==> src/rtl/load_wb_align_pkg.sv <==
// Shared types and constants for the load writeback aligner.
// Size encodings, load metadata layout and datapath widths.
package load_wb_align_pkg;

    localparam int REG_W  = 5;
    localparam int DATA_W = 64;

    localparam logic [1:0] SZ_B = 2'd0;
    localparam logic [1:0] SZ_H = 2'd1;
    localparam logic [1:0] SZ_W = 2'd2;
    localparam logic [1:0] SZ_D = 2'd3;

    typedef struct packed {
        logic [REG_W-1:0] rd;
        logic [1:0]       size;
        logic             sign;
        logic             merge;
        logic [2:0]       off;
    } load_meta_t;

    localparam int META_W = $bits(load_meta_t);

    // Offset must be a multiple of the access size in bytes.
    function automatic logic misaligned(input logic [1:0] size,
                                        input logic [2:0] off);
        logic r;
        unique case (size)
            SZ_B:    r = 1'b0;
            SZ_H:    r = off[0];
            SZ_W:    r = |off[1:0];
            default: r = |off;
        endcase
        return r;
    endfunction

endpackage

==> src/rtl/load_meta_fifo.sv <==
// Synchronous circular FIFO for outstanding load metadata.
// Full/empty/count outputs, no push-through or pop bypass.
module load_meta_fifo #(
    parameter int DEPTH = 4,
    parameter int W     = 12,
    parameter int CNTW  = $clog2(DEPTH) + 1
) (
    input  logic            clk,
    input  logic            rst,
    input  logic            i_push,
    input  logic [W-1:0]    i_data,
    input  logic            i_pop,
    output logic [W-1:0]    o_data,
    output logic            o_full,
    output logic            o_empty,
    output logic [CNTW-1:0] o_count
);

    localparam int AW = $clog2(DEPTH);

    logic [W-1:0]    r_mem [DEPTH];
    logic [AW-1:0]   r_wr_ptr;
    logic [AW-1:0]   r_rd_ptr;
    logic [CNTW-1:0] r_count;
    logic            w_push;
    logic            w_pop;

    assign o_full  = (r_count == CNTW'(DEPTH));
    assign o_empty = (r_count == '0);
    assign o_count = r_count;
    assign o_data  = r_mem[r_rd_ptr];
    assign w_push  = i_push && !o_full;
    assign w_pop   = i_pop && !o_empty;

    // Storage array, written at the tail on an accepted push.
    always_ff @(posedge clk) begin
        if (w_push) begin
            r_mem[r_wr_ptr] <= i_data;
        end
    end

    // Pointers wrap naturally since DEPTH is a power of two.
    always_ff @(posedge clk or posedge rst) begin
        if (rst) begin
            r_wr_ptr <= '0;
            r_rd_ptr <= '0;
            r_count  <= '0;
        end else begin
            if (w_push) begin
                r_wr_ptr <= r_wr_ptr + AW'(1);
            end
            if (w_pop) begin
                r_rd_ptr <= r_rd_ptr + AW'(1);
            end
            if (w_push && !w_pop) begin
                r_count <= r_count + CNTW'(1);
            end else if (w_pop && !w_push) begin
                r_count <= r_count - CNTW'(1);
            end
        end
    end

endmodule

==> src/rtl/load_wb_align.sv <==
// Load response writeback aligner: pairs memory beats with queued
// load metadata and produces one registered byte-select regfile write.
module load_wb_align
    import load_wb_align_pkg::*;
#(
    parameter int DEPTH = 4,
    parameter int CNTW  = $clog2(DEPTH) + 1
) (
    input  logic              clk,
    input  logic              rst,
    input  logic              req_valid,
    output logic              req_ready,
    input  logic [REG_W-1:0]  req_rd,
    input  logic [1:0]        req_size,
    input  logic              req_sign,
    input  logic              req_merge,
    input  logic [2:0]        req_off,
    input  logic              mem_rvalid,
    input  logic [DATA_W-1:0] mem_rdata,
    output logic              wena,
    output logic [REG_W-1:0]  waddr,
    output logic [DATA_W-1:0] wdata,
    output logic [7:0]        sel,
    output logic [CNTW-1:0]   count,
    output logic              err_misalign,
    output logic              err_orphan
);

    logic              w_full;
    logic              w_empty;
    logic              w_accept;
    logic              w_mis;
    logic              w_push;
    logic              w_pop;
    load_meta_t        w_req;
    load_meta_t        w_head;
    logic [META_W-1:0] w_head_bits;
    logic [DATA_W-1:0] w_shifted;
    logic [DATA_W-1:0] w_ext;
    logic [DATA_W-1:0] w_data;
    logic [7:0]        w_lanes;
    logic [7:0]        w_sel;

    logic              r_wena;
    logic [REG_W-1:0]  r_waddr;
    logic [DATA_W-1:0] r_wdata;
    logic [7:0]        r_sel;
    logic              r_err_mis;
    logic              r_err_orph;

    assign req_ready = !w_full;
    assign w_accept  = req_valid && req_ready;
    assign w_mis     = misaligned(req_size, req_off);
    assign w_push    = w_accept && !w_mis;
    assign w_pop     = mem_rvalid && !w_empty;

    assign w_req.rd    = req_rd;
    assign w_req.size  = req_size;
    assign w_req.sign  = req_sign;
    assign w_req.merge = req_merge;
    assign w_req.off   = req_off;

    load_meta_fifo #(
        .DEPTH (DEPTH),
        .W     (META_W),
        .CNTW  (CNTW)
    ) u_fifo (
        .clk     (clk),
        .rst     (rst),
        .i_push  (w_push),
        .i_data  (w_req),
        .i_pop   (w_pop),
        .o_data  (w_head_bits),
        .o_full  (w_full),
        .o_empty (w_empty),
        .o_count (count)
    );

    assign w_head    = load_meta_t'(w_head_bits);
    assign w_shifted = mem_rdata >> {w_head.off, 3'b000};

    // Extract low bytes of the shifted beat and extend them.
    always_comb begin
        w_ext   = w_shifted;
        w_lanes = 8'hFF;
        unique case (w_head.size)
            SZ_B: begin
                w_ext   = {{56{w_head.sign & w_shifted[7]}},
                           w_shifted[7:0]};
                w_lanes = 8'h01;
            end
            SZ_H: begin
                w_ext   = {{48{w_head.sign & w_shifted[15]}},
                           w_shifted[15:0]};
                w_lanes = 8'h03;
            end
            SZ_W: begin
                w_ext   = {{32{w_head.sign & w_shifted[31]}},
                           w_shifted[31:0]};
                w_lanes = 8'h0F;
            end
            default: begin
                w_ext   = w_shifted;
                w_lanes = 8'hFF;
            end
        endcase
    end

    // Merge writes keep the beat in place and enable only its lanes.
    always_comb begin
        w_data = w_head.merge ? mem_rdata : w_ext;
        w_sel  = w_head.merge ? (w_lanes << w_head.off) : 8'hFF;
        if (w_head.rd == '0) begin
            w_sel = 8'h00;
        end
    end

    // Writeback register: one write per popped response.
    always_ff @(posedge clk or posedge rst) begin
        if (rst) begin
            r_wena     <= 1'b0;
            r_waddr    <= '0;
            r_wdata    <= '0;
            r_sel      <= '0;
            r_err_mis  <= 1'b0;
            r_err_orph <= 1'b0;
        end else begin
            r_wena     <= w_pop && (w_head.rd != '0);
            r_err_mis  <= w_accept && w_mis;
            r_err_orph <= mem_rvalid && w_empty;
            if (w_pop) begin
                r_waddr <= w_head.rd;
                r_wdata <= w_data;
                r_sel   <= w_sel;
            end
        end
    end

    assign wena         = r_wena;
    assign waddr        = r_waddr;
    assign wdata        = r_wdata;
    assign sel          = r_sel;
    assign err_misalign = r_err_mis;
    assign err_orphan   = r_err_orph;

endmodule

==> config.mk <==
export PLATFORM = sky130hd
export DESIGN_NAME = load_wb_align
export DESIGN_NICKNAME = d
export VERILOG_FILES = /design/src/rtl/load_wb_align_pkg.sv /design/src/rtl/load_meta_fifo.sv /design/src/rtl/load_wb_align.sv
export SDC_FILE = /design/constraint.sdc
export NUM_CORES = 1
export LEC_CHECK = 0
export ABC_AREA = 1
export BUFFER_PORTS_ARGS = -buffer_cell sky130_fd_sc_hd__buf_4
export CAP_MARGIN = 20
export CORE_MARGIN = 3
export CORE_UTILIZATION = 40
export DETAILED_ROUTE_END_ITERATION = 16
export PLACE_DENSITY = 0.65
export SYNTH_ARGS = -nofsm -noshare
export SYNTH_HDL_FRONTEND = slang
export SYNTH_SLANG_ARGS = --single-unit
==> constraint.sdc <==
create_clock -name clk -period 5.6 [get_ports clk]
set_input_delay 0.84 -clock clk [delete_from_list [all_inputs] [get_ports clk]]
set_output_delay 0.84 -clock clk [all_outputs]
set_load 0.1 [all_outputs]
==> results of run 1 <==
-- placed cells by master (no fill, tap or decap), types with 4 or more instances in the layout --
cell       count
o21bai_1       6
ha_1           5
inv_2          9
a21oi_1       25
inv_6          7
nand4_1       32
a32o_1         5
o21ai_1       32
buf_4        172
o21ai_0       84
edfxtp_1      48
nand3_1      139
dfrtp_1       87
inv_1         93
nand2_2        6
a31oi_1       18
nand3b_1       8
nor2_1        37
nand2_1      435
nand3_2        4
o211ai_1       9
clkbuf_16     17
-- sequential cells by signal, summed over array words and instances, names as in the netlist --
name and count:
u_fifo.r_wr_ptr 2, wdata 64, err_orphan 1, err_misalign 1
u_fifo.r_mem 48, u_fifo.r_rd_ptr 2, waddr 5, u_fifo.o_count 3
sel 8, wena 1
-- final timing paths --
| check | from | to |
|---|---|---|
| worst max-delay path | u_fifo.r_rd_ptr[0] | wdata[19] |
| worst min-delay path | rst | wena |
| worst max register to register | u_fifo.r_rd_ptr[0] | wdata[19] |
| worst min register to register | wdata[14] | wdata[14] |
| max in group asynchronous | rst | wdata[35] |
| min in group clk | wdata[14] | wdata[14] |
-- critical path, stage by stage, from the launching register on --
cell     delay (ns)
dfrtp_1        0.94
inv_6          0.21
nand2_2        0.14
nand3_4        0.33
nand2_4        0.55
nand3_1        0.16
nand3_1        0.17
nand3_2        0.60
nand2_4        0.47
nor2_1         0.08
o21ai_1        0.14
-- cell families after synthesis --
logic type / share of synthesized area, %
simple gates: 34.4
flops: 42.2
compound gates: 12.1
xor+xnor: 0.409
buf+inv: 9.93
fa+ha+maj: 0.964
-- through the flow --
stage | setup slack, ns | hold slack (ns) | utilization, % | cell area [um2]
2_1_floorplan | 2.15 | 0.494 | - | 8570
5_1_grt | 1.32 | 0.238 | 50.4 | 10400
6_report | 1.71 | 0.254 | 50.4 | 10400
3_3_place_gp | 1.90 | 0.467 | 47.3 | 9750
3_5_place_dp | 1.78 | 0.467 | 47.3 | 9760
4_1_cts | 1.78 | 0.234 | 50.2 | 10400
-- cell type report --
class                   instances  area [um2]  area share [%]
clock buffers                  19         433            4.17
multi-input cells             869        4100            39.5
inverters                     106         409            3.94
clock inverters                13         159            1.53
flip-flops and latches        135        3620            34.8
repair buffers                174        1330            12.8
well taps                     270         338            3.25
-- cell usage after synthesis (all sizes together) --
cell type | n | area share [%]
a211o | 1 | 0.10
a21o | 1 | 0.088
a21oi | 27 | 1.8
a31oi | 18 | 1.3
a32o | 5 | 0.58
and3 | 1 | 0.073
buf | 55 | 4.0
clkbuf | 26 | 1.1
dfrtp | 87 | 25
edfxtp | 48 | 17
fa | 1 | 0.23
ha | 5 | 0.73
inv | 106 | 4.8
nand2 | 444 | 20
nand3 | 146 | 9.2
nand3b | 8 | 0.70
nand4 | 32 | 2.3
nor2 | 40 | 2.0
nor3 | 1 | 0.12
o211ai | 9 | 0.79
o21a | 2 | 0.18
o21ai | 116 | 6.8
o21bai | 6 | 0.53
or2 | 2 | 0.15
xnor2 | 1 | 0.10
xor2 | 3 | 0.31
-- per-layer routing --
metal	wire length, um	vias to the layer above	track usage (%)
met5	0	-	0
met1	12800	3993	35.7
met2	12700	417	36.3
met4	731	0	8.60
met3	2630	41	4.83
li1	-	4155	-
==> reports/qor.yml, run 1 <==
seq_area_frac_synth_pct: 42.2
cts_resized: 0
grt_overflow_total: 0
cts_buffer_depth: 2
cts-hold-fix-buffers: 0
antenna_found_initial: 0
cp.arrival_ns: 4.23
fin_nets: 1389
rows: 52
syn_area_per_cell_um2: 7.19
grt_pass1_wl_um: 45300
skew_ns: 0.0184
path_clk_slew_ns: 0.07
fmax_mhz: 257
yosys_warnings: 0
fillers: 2054
via_count: 8606
rsz0062_at_grt: "false"
synth_nets: 1277
io_pins: 164
start_kind: "flop"
yosys_register_bits: 135
routabilityCongestion: 0.942
route.detailed.drc: 0
post-place-cells: 1552
grt_pass1_vias: 7895
cts-htree-levels: 4
ant_nets: 0
area_growth_pct: 21.3
grt_max_degree: 86
viasPerCell: 5.43
clock-sinks: 135
netlist_instances: 1191
die_w_um: 152
hp-class: "in2async"
rr_worst_depth: 10
die-area_um2: 23200
cts_tree: "built"
finalSetupViolations: 0
postRouteWirelength_um: 28800
post_drt_wl_per_cell_um: 18.2
cp_max_fo: 47
crit_type: "reg2reg"
critPathRequiredTime_ns: 5.94
worstMarginPinSlew_ns: 0.901
clkLatencyLatePin_ns: 0.44
dr.pass1.iters: 6
drive_gt1_share_pct: 18.3
tns_ns: 0
core_um2: 20600
status: "complete, no violations"
synthDistinctLibCells: 41
die_height_um: 152
netlist_area_um2: 8570
ff2ff_setup_slack_ns: 1.71
finalCritPeriodShare_pct: 69.5
start_util_pct: 41.5
grt_usage_pct: 24.5
period_needed_ns: 3.89
dp_hpwl_um: 20500
n_antenna_cell: 0
final-instance-count-excl-fill: 1586
cts_made_buffers: 17
drt-initial-drc-count: 965
end_kind: "flop"
cts_setup_buffers: 0
hold_viol: 0
final_max_slew_viol_count: 0
port_buffers: 163
relSlewSlack_pct: 39.9
maxCapViolations: 0
cts-root-buf: "clkbuf_16"
Power of run 1 is left out: the tool's default activity adds up to more than one toggle a clock period on the data nets, which glitch-free logic cannot reach.
==> run 2: changes to the inputs <==
PLACE_DENSITY = 0.67   (was 0.65)
clock period = 3.5 ns   (was 5.6 ns; I/O delays follow)
==> run 2 against run 1 <==
Die area unchanged. Maximum frequency grew 46%. Non-clock buffer count up 11. Clock skew down 0.011 ns. Wire length rose by 1.3%. Worst hold slack got worse by 0.011 ns. Clock-buffer cell count shrank 2. Register-to-register slack worse by 0.88 ns.
==> reports/qor.yml, run 2 (synthesized netlist as in run 1, its figures left out) <==
status: "complete, no violations"
critPathRequiredTime_ns: 3.81
worstMarginPinSlew_ns: 0.872
cts_resized: 0
rows: 52
grt_usage_pct: 24.7
finalSetupViolations: 0
cts_setup_buffers: 0
hp-class: "in2async"
cp_max_fo: 32
tns_ns: 0
n_antenna_cell: 0
ant_nets: 0
final_cell_mix: "nand2_1, buf_4, nand3_1"
rr_worst_depth: 10
register_area_um2: 3620
grt_overflow_total: 0
post-place-cells: 1565
cts_tree: "built"
core_um2: 20600
skew_ns: 0.00743
io_pins: 164
via_count: 8703
die_w_um: 152
fmax_mhz: 374
port_buffers: 163
crit_start: "u_fifo.r_rd_ptr[1]"
relSlewSlack_pct: 41.8
start_kind: "flop"
end_kind: "flop"
grt_pass1_wl_um: 45900
path_clk_slew_ns: 0.07
maxCapViolations: 0
antenna_found_initial: 0
final-instance-count-excl-fill: 1597
rsz0062_at_grt: "false"
final_common_cell: "nand2_1"
finalCritPeriodShare_pct: 76.3
fin_nets: 1400
postRouteWirelength_um: 29200
route.detailed.drc: 0
placed_cell_area_um2: 9910
grt_max_degree: 91
cts-hold-fix-buffers: 0
crit_type: "reg2reg"
start_util_pct: 41.5
cts-htree-levels: 4
hold_viol: 0
cts-root-buf: "clkbuf_16"
dp_hpwl_um: 20800
final_max_slew_viol_count: 0
viasPerCell: 5.45
drive_gt1_share_pct: 19.1
period_needed_ns: 2.67
clkLatencyLatePin_ns: 0.43
area_growth_pct: 23.0
die-area_um2: 23200
multi_input_area_um2: 4100
dr.pass1.iters: 8
post_drt_wl_per_cell_um: 18.3
cp.arrival_ns: 2.98
clock-sinks: 135
final_cell_area_um2: 10500
grt_pass1_vias: 8025
fillers: 2046
die_height_um: 152
routabilityCongestion: 0.938
drt-initial-drc-count: 942
r2r-start: "u_fifo.r_rd_ptr[1]"
cts_made_buffers: 17
setup_slack_ns: 0.829
largest_reg_flops: 64
dp_slack_ns: 0.929
cts_buffer_depth: 2
==> run 2: cell count changes in the layout (fill, tap and decap cells not counted), moves of 2 or more <==
cell,before,now
buf_12,0,4
inv_6,7,2
buf_4,172,181
inv_8,2,5
clkbuf_1,2,0
clkinv_8,0,6
==> run 2: cell type report <==
| type | instances | share of cell area [%] |
|---|---|---|
| clock buffers | 17 | 4.04 |
| flip-flops and latches | 135 | 34.3 |
| inverters | 106 | 3.88 |
| repair buffers | 185 | 13.6 |
| clock inverters | 15 | 1.97 |
| well taps | 270 | 3.20 |
| multi-input cells | 869 | 38.9 |
==> run 2: final timing paths <==
check / to / slack [ns]
min in group clk: u_fifo.r_mem[0][8] / 0.29
hold reg to reg: wdata[13] / 0.48
setup / recovery: wdata[24] / 0.83
hold / removal: sel[5] / 0.24
setup reg to reg: wdata[24] / 0.83
max in group asynchronous: wdata[56] / 2.56
==> run 2: worst max-delay path, cell delays in order, from the launching register on <==
cell and delay (ns):
dfrtp_1 0.66, inv_4 0.19, nand3_1 0.15, nand2_2 0.17, inv_2 0.16, buf_4 0.36, nor2_1 0.13, o21ai_0 0.26
o21ai_1 0.13, o21bai_1 0.24, nand2_1 0.08
==> run 2: through the flow <==
step	hold WS (ns)	util, %
6_report	0.243	51.1
5_1_grt	0.273	51.1
4_1_cts	0.277	51.1
3_5_place_dp	0.467	48.0
3_3_place_gp	0.465	48.0
2_1_floorplan	0.494	-
==> run 2: metal layers <==
layer  part of all wire [%]  GRT usage (%)  vias up  routed length [um]
li1                       -              -     4168                   -
met1                     44           36.1     4056               13000
met2                     43           36.7      428               12700
met3                    9.5           5.14       51                2780
met4                    2.6           8.09        0                 770
met5                      0              0        -                   0
Power of run 2 is left out for the same reason.
==> run 3: changes to the inputs <==
PLACE_DENSITY = 0.65   (was 0.67)
clock period = 2.5 ns   (was 3.5 ns; I/O delays follow)
==> run 3 against run 2 <==
Critical path depth unchanged. Maximum frequency increased by 13%. Final cell count grew 0.94%. Non-clock buffer count is 15 higher. Clock skew increased by 0.0034 ns. Setup slack got worse by 0.69 ns. Worst hold slack got worse by 0.10 ns. Design area is 1.9% higher. Sequential share of layout area is 0.55 points lower. Die area unchanged.
==> reports/qor.yml, run 3 (synthesized netlist as in run 1, its figures left out) <==
grt_usage_pct: 25.7
area_growth_pct: 25.3
largest_reg_flops: 64
antenna_found_initial: 0
grt_pass1_vias: 8271
dp_hpwl_um: 22000
cp_max_fo: 29
cts_tree: "built"
status: "complete, no violations"
via_count: 8682
crit_chain: "buf_4 -> nand2_1 -> nand3_1 -> nand2_2 -> buf_4 -> nand3_2 -> nand3_4 -> nand2_4 -> o21bai_1 -> nand2_1"
start_kind: "flop"
viasPerCell: 5.39
route.detailed.drc: 0
drive_gt1_share_pct: 20.3
skew_ns: 0.0108
io_pins: 164
ant_nets: 0
clkLatencyLatePin_ns: 0.43
post-place-cells: 1579
relSlewSlack_pct: 51.6
hold_slack_ns: 0.140
dr.pass1.iters: 6
end_kind: "flop"
hold_viol: 0
start_util_pct: 41.5
die_height_um: 152
grt_overflow_total: 0
finalCritPeriodShare_pct: 94.5
critPathRequiredTime_ns: 2.81
postRouteWirelength_um: 29900
maxCapViolations: 0
path_clk_slew_ns: 0.07
final-instance-count-excl-fill: 1612
rows: 52
register_area_um2: 3630
clock-sinks: 135
grt_pass1_wl_um: 47300
hp-class: "in2reg"
routabilityCongestion: 0.974
post_drt_wl_per_cell_um: 18.5
final_max_slew_viol_count: 0
cp_slowest_stage_delay_ns: 0.45
worstMarginPinSlew_ns: 0.725
n_antenna_cell: 0
cts-htree-levels: 4
rsz0062_at_grt: "false"
final_common_cell: "nand2_1"
fmax_mhz: 423
fillers: 2016
die_w_um: 152
die-area_um2: 23200
crit_slowest_cell: "dfrtp_1"
final_cell_mix: "nand2_1, buf_4, nand3_1"
cts-root-buf: "clkbuf_16"
fin_nets: 1415
tns_ns: 0
cts_setup_buffers: 0
core_um2: 20600
grt_max_degree: 91
cts_buffer_depth: 2
period_needed_ns: 2.36
ff2ff_setup_slack_ns: 0.14
drt-initial-drc-count: 806
finalSetupViolations: 0
cp.arrival_ns: 2.67
multi_input_area_um2: 4120
port_buffers: 163
cts_made_buffers: 17
crit_type: "reg2reg"
[run 3: changes by cell type in the layout (fill, tap and decap cells not counted), sizes merged]
cell / change
buf: +14
clkinv: -5
inv: +3
bufinv: +1
clkinvlp: +1
dlygate4sd3: +1
[run 3: worst max-delay path, delay by kind of cell, from the launching register on]
kind	cells	cell delay, ns
buf+inv	2	0.57
flops	1	0.45
compound gates	1	0.24
simple gates	7	0.94
[run 3: final timing paths]
path,startpoint,to,cells past startpoint
worst min register to register,wdata[62],wdata[62],2
max in group asynchronous,rst,u_fifo.o_count[0],4
worst max register to register,u_fifo.r_rd_ptr[0],wdata[26],10
min in group asynchronous,rst,wdata[17],3
worst max-delay path,u_fifo.r_rd_ptr[0],wdata[26],10
worst min-delay path,req_rd[1],u_fifo.r_mem[1][8],1
[run 3: what timing repair did]
item / in CTS / in global routing
endpoints found under the hold margin: 17 / 0
setup endpoints to repair: 0 / 4
gates resized for setup: 0 / 1
hold buffers: 1 / 0
[run 3: through the flow]
step / util [%] / instance area [um2] / setup WS (ns)
after global placement: 49.0 / 10100 / 0.154
final: 52.1 / 10700 / 0.138
after floorplan: - / 8600 / -0.0297
after detailed placement: 49.0 / 10100 / 0.132
after CTS: 52.1 / 10700 / 0.109
after global routing: 52.1 / 10700 / 0.00330
[run 3: area by class of cell]
cell class | count | area share (%)
Clock buffer | 17 | 3.96
Clock inverter | 15 | 1.72
Inverter | 106 | 3.83
Multi-Input combinational cell | 869 | 38.4
Sequential cell | 135 | 33.8
Tap cell | 270 | 3.15
Timing Repair Buffer | 200 | 15.2
[run 3: metal layers]
layer | global-route usage [%] | routed length [um] | vias to the layer above
met4 | 7.41 | 567 | 0
met5 | 0 | 0 | -
met2 | 38.0 | 13100 | 429
met1 | 37.0 | 13300 | 4012
li1 | - | - | 4198
met3 | 7.10 | 2950 | 43
Power of run 3 is left out for the same reason.
